File: config.mk
export PLATFORM = sky130hd
export DESIGN_NAME = immediate_gen_flat
export DESIGN_NICKNAME = d
export VERILOG_FILES = /design/src/rtl/immediate_gen_if.sv /design/src/rtl/immediate_gen.sv /design/src/flat_wrapper.sv
export SDC_FILE = /design/constraint.sdc
export NUM_CORES = 1
export LEC_CHECK = 0
export ABC_AREA = 1
export BUFFER_PORTS_ARGS = -buffer_cell sky130_fd_sc_hd__buf_2
export CORE_MARGIN = 5
export CORE_UTILIZATION = 40
export CTS_CLUSTER_DIAMETER = 80
export DETAILED_ROUTE_END_ITERATION = 6
export PLACE_DENSITY = 0.69
export SYNTH_ARGS = -nofsm -noshare
export SYNTH_HDL_FRONTEND = slang
export SYNTH_SLANG_ARGS = --single-unit
File: constraint.sdc
create_clock -name clk -period 0.8 [get_ports clk]
set_input_delay 0.08 -clock clk [delete_from_list [all_inputs] [get_ports clk]]
set_output_delay 0.08 -clock clk [all_outputs]
set_load 0.02 [all_outputs]
File: src/rtl/immediate_gen_if.sv
// Instruction-in / immediate-out bundle between fetch and the immediate generator.
interface immediate_gen_if;
    localparam int unsigned XLEN   = 32;
    localparam int unsigned TYPE_W = 3;

    logic              en;
    logic [XLEN-1:0]   instruction;
    logic [XLEN-1:0]   imm;
    logic [TYPE_W-1:0] imm_type;
    logic              imm_valid;
    logic              no_imm;

    modport master (
        output en, instruction,
        input  imm, imm_type, imm_valid, no_imm
    );

    modport slave (
        input  en, instruction,
        output imm, imm_type, imm_valid, no_imm
    );
endinterface

File: src/rtl/immediate_gen.sv
// Registered RV32I immediate generator: opcode decode to I/S/B/U/J immediate,
// format code and a no-immediate flag, one cycle after each en capture.
module immediate_gen (
    input logic            clk,
    input logic            rst_n,
    immediate_gen_if.slave bus
);
    localparam int unsigned XLEN   = 32;
    localparam int unsigned TYPE_W = 3;
    localparam int unsigned OPC_W  = 7;

    typedef enum logic [TYPE_W-1:0] {
        FMT_NONE = 3'd0,
        FMT_I    = 3'd1,
        FMT_S    = 3'd2,
        FMT_B    = 3'd3,
        FMT_U    = 3'd4,
        FMT_J    = 3'd5
    } imm_fmt_e;

    localparam logic [OPC_W-1:0] OPC_LOAD   = 7'b0000011;
    localparam logic [OPC_W-1:0] OPC_OPIMM  = 7'b0010011;
    localparam logic [OPC_W-1:0] OPC_JALR   = 7'b1100111;
    localparam logic [OPC_W-1:0] OPC_SYSTEM = 7'b1110011;
    localparam logic [OPC_W-1:0] OPC_STORE  = 7'b0100011;
    localparam logic [OPC_W-1:0] OPC_BRANCH = 7'b1100011;
    localparam logic [OPC_W-1:0] OPC_LUI    = 7'b0110111;
    localparam logic [OPC_W-1:0] OPC_AUIPC  = 7'b0010111;
    localparam logic [OPC_W-1:0] OPC_JAL    = 7'b1101111;

    logic [OPC_W-1:0] opcode_c;
    logic [XLEN-1:0]  imm_c;
    imm_fmt_e         fmt_c;
    logic             no_imm_c;

    logic [XLEN-1:0]  imm_q;
    imm_fmt_e         fmt_q;
    logic             valid_q;
    logic             no_imm_q;

    // Opcode-only format decode; every output has a default so no field leaks X.
    always_comb begin
        opcode_c = bus.instruction[OPC_W-1:0];
        imm_c    = '0;
        fmt_c    = FMT_NONE;
        no_imm_c = 1'b0;
        unique case (opcode_c)
            OPC_LOAD, OPC_OPIMM, OPC_JALR, OPC_SYSTEM: begin
                imm_c = {{20{bus.instruction[31]}}, bus.instruction[31:20]};
                fmt_c = FMT_I;
            end
            OPC_STORE: begin
                imm_c = {{20{bus.instruction[31]}}, bus.instruction[31:25],
                         bus.instruction[11:7]};
                fmt_c = FMT_S;
            end
            OPC_BRANCH: begin
                imm_c = {{19{bus.instruction[31]}}, bus.instruction[31],
                         bus.instruction[7], bus.instruction[30:25],
                         bus.instruction[11:8], 1'b0};
                fmt_c = FMT_B;
            end
            OPC_LUI, OPC_AUIPC: begin
                imm_c = {bus.instruction[31:12], 12'b0};
                fmt_c = FMT_U;
            end
            OPC_JAL: begin
                imm_c = {{11{bus.instruction[31]}}, bus.instruction[31],
                         bus.instruction[19:12], bus.instruction[20],
                         bus.instruction[30:21], 1'b0};
                fmt_c = FMT_J;
            end
            default: begin
                no_imm_c = 1'b1;
            end
        endcase
    end

    // Capture on en; results hold otherwise while imm_valid tracks en by one cycle.
    always_ff @(posedge clk or negedge rst_n) begin
        if (!rst_n) begin
            imm_q    <= '0;
            fmt_q    <= FMT_NONE;
            valid_q  <= 1'b0;
            no_imm_q <= 1'b0;
        end else begin
            valid_q <= bus.en;
            if (bus.en) begin
                imm_q    <= imm_c;
                fmt_q    <= fmt_c;
                no_imm_q <= no_imm_c;
            end
        end
    end

    assign bus.imm       = imm_q;
    assign bus.imm_type  = TYPE_W'(fmt_q);
    assign bus.imm_valid = valid_q;
    assign bus.no_imm    = no_imm_q;

endmodule

File: src/flat_wrapper.sv
// flat-port wrapper written by rule: the top's interface ports become plain ports
module immediate_gen_flat 
  (clk, rst_n, bus_en, bus_instruction, bus_imm, bus_imm_type, bus_imm_valid, bus_no_imm);
  immediate_gen_if bus_i ();
  input logic clk;
  input logic rst_n;
  input wire logic [$bits(bus_i.en)-1:0] bus_en;
  input wire logic [$bits(bus_i.instruction)-1:0] bus_instruction;
  output wire logic [$bits(bus_i.imm)-1:0] bus_imm;
  output wire logic [$bits(bus_i.imm_type)-1:0] bus_imm_type;
  output wire logic [$bits(bus_i.imm_valid)-1:0] bus_imm_valid;
  output wire logic [$bits(bus_i.no_imm)-1:0] bus_no_imm;
  assign bus_i.en = bus_en;
  assign bus_i.instruction = bus_instruction;
  assign bus_imm = bus_i.imm;
  assign bus_imm_type = bus_i.imm_type;
  assign bus_imm_valid = bus_i.imm_valid;
  assign bus_no_imm = bus_i.no_imm;
  immediate_gen u_core (.clk(clk), .rst_n(rst_n), .bus(bus_i));
endmodule
==> impl_metrics.ini <==
[global_route]
grt_pass1_wl_mm = 10.9
grt_pass1_vias = 2381
grtUsageTotal_pct = 18.8
gr-total-overflow = 0
grt_max_degree = 38
antenna_found_initial = 0

[worst_setup_path]
critPathMaxStageDelay_ns = 0.41
r2r_start = u_core.bus.imm[0]
r2r.worst_path.cells = 4
path_cells = buf_6
start_kind = flop
cp_num_cells = 1
r2r_end = u_core.bus.imm[0]
cpMaxStageDelayCell = dfrtp_1
crit_fanout = 2
r2r_setup_slack_ns = -0.05
endpoint = bus_imm_type[2]
crit_buf_inv = 1
critPathArrivalTime_ns = 0.85
crit_required_ns = 0.72
startpoint = u_core.bus.imm_type[2]
worst_setup_path_end_kind = output port
path_delay_family = flip-flops
setup.worst_path.class = flop to output port

[placement]
gp_congestion = 0.811
dpl.hpwl_mm = 4.24
numPortBuffers = 71

[floorplanning]
fp-row-count = 26
die_w_um = 82.9
io_pins = 72
die_h_um = 82.9
core_um2 = 5140
start_util_pct = 41.3
dieArea_um2 = 6860

[sta]
fin_ws_ns = -0.133
finalMaxSlewViolations = 0
finClkSkew_ns = 0
fmax_ghz = 1.07
fin_crit_sh_pct = 117
tightest_slew_ns = 0.277
relSlewSlack_pct = 81.4
rsz0062_at_grt = yes
min_period_ns = 0.933
hold_violations = 0
setup_viol = 72

[hold_path]
worstHoldPathType = input pin to flop
hp-start = bus_instruction[27]

[logic_synthesis]
synthTopCellsByArea = dfrtp_1 (44%), nand2_1 (29%), nand3_1 (9.9%)
syn_area_um2 = 2120
netlist-cell-type-count = 18
yosysTopAreaCellShare_pct = 43.6
synth_nets = 354
syn_inst = 319
synth-seq-area-share_pct = 43.6
synth_seq_cells = 37
synth_top_cell_by_area = dfrtp_1
yosysWarnings = 0
synth.avg_cell_area_um2 = 6.66

[routing]
ant_nets = 0
first_iter_violations = 182
dr.pass1.iters = 4
via_per_inst = 4.86
via_count = 2471
drc = 0
wl_per_cell_um = 13.1
wl_mm = 6.63

[cts]
cts.clk_slew.worst_paths_ns = 0.08
clock-sinks = 37
cts-root-buf = clkbuf_8
cts_buffers = 5
cts_tree = done
clk-insertion-delay-late_ns = 0.29
cts_buffer_depth = 2
cts.htree.levels = 2

[layout]
final_core_utilization_pct = 69.5
fillers = 456
drive_gt1_share_pct = 42.9
final_nets = 473
syn_to_final_growth_pct = 68.2
diodes = 0

[pwr]
seqPwrFrac_pct = 46.7
internal_power_mw = 3.05
peakVddDrop_mv = 0.705
combPwrFrac_pct = 21.8
cellLeakagePower_nw = 2.10
power_mw = 4.25
power.net_switching_mw = 1.20
clock_power_share_pct = 31.6
p_per_area_nw_per_um2 = 1190
swShare_pct = 28.3

[run_status]
violations = setup timing
status = finished with violations

[job]
max-cap-violations = 0
## cells in the mapped netlist
library cell	instances
dfrtp_1	37
inv_1	11
clkinv_1	1
nand3_1	42
nand2_4	1
nor2_2	1
nand2_1	166
nor3_4	1
nor2_4	1
nand3_2	1
buf_6	3
buf_2	8
clkbuf_1	6
a31oi_1	2
nor2_1	33
o21ai_0	2
nand2_2	2
o21ai_2	1
## cell usage in the layout, fill, tap and decap left out
master         count
dlygate4sd3_1      2
dfrtp_1           37
nand2_8            1
nor2_2             7
inv_16             1
buf_4             43
clkinv_1           1
a31oi_1            2
buf_12             7
buf_6             44
buf_8              1
o21ai_1            2
o21ai_4            1
nand3_4            2
nand3_1           35
nand2_1          138
clkbuf_8           6
nor2_4             4
nand2_4            5
buf_2             30
nor3_4             1
inv_1              8
nand3_2            6
clkbuf_1           1
nand2_2           27
nor2_1            24
inv_2              2
## sequential cells by signal, summed over array words and instances (netlist names)
register              count
u_core.bus.imm           32
u_core.bus.imm_type       3
u_core.bus.imm_valid      1
u_core.bus.no_imm         1
## power by group through the flow
stage	clock (mW)	sequential (mW)	combinational (mW)
6_report	1.34	1.98	0.925
5_1_grt	1.46	1.99	0.994
4_1_cts	1.39	1.98	0.859
3_5_place_dp	0	2.00	0.702
3_3_place_gp	0	2.00	0.692
2_1_floorplan	0	2.09	0.242
## logic make-up after synthesis
group | share of synthesized area (%)
buf+inv | 6.66
compound gates | 1.47
simple gates | 48.3
flops | 43.6
## worst min-delay path by stage
stage                              to  depth (start not counted)
6_report            u_core.bus.imm[7]                          3
5_1_grt            u_core.bus.imm[10]                          3
4_1_cts             u_core.bus.imm[9]                          3
3_5_place_dp   u_core.bus.imm_type[1]                          2
3_3_place_gp   u_core.bus.imm_type[1]                          2
2_1_floorplan       u_core.bus.imm[0]                          0
## per-stage QoR
step / hold WS (ns) / instances / setup TNS (ns) / worst slack (ns) / instance area (um2)
after detailed placement: 0.0640 / 469 / -13.84 / -0.427 / 2800
after global routing: 0.0563 / 508 / -8.09 / -0.157 / 3570
final: 0.0405 / 508 / -5.04 / -0.133 / 3570
after global placement: 0.0575 / 469 / -12.39 / -0.364 / 2800
after CTS: 0.0350 / 489 / -3.86 / -0.122 / 3310
after floorplan: -0.216 / 319 / -4.61 / -0.164 / 2200
## area by class of cell
class                      instances  area, um2  share of cell area [%]
multi-input combinational        255       1270                    35.5
timing repair buffer             127       1140                    32.0
tap                               70       87.6                    2.45
clock buffer                       7       86.3                    2.42
sequential                        37        926                    25.9
inverter                          12       61.3                    1.72
## per-layer routing
metal	GRT usage (%)	share of wire, %	up-vias
li1	-	-	1232
met1	22.9	42	1161
met5	0	0	-
met3	4.06	5.0	7
met4	4.61	0.86	0
met2	33.7	52	71
## repair_timing
item,in CTS,in global routing
setup endpoints to repair,72,72
gates cloned,1,2
setup buffers,10,17
gates resized for setup,105,36
hold buffers,2,0
hold endpoints to repair,38,0
pin swaps,13,17
(Power assumes the default switching activity.)
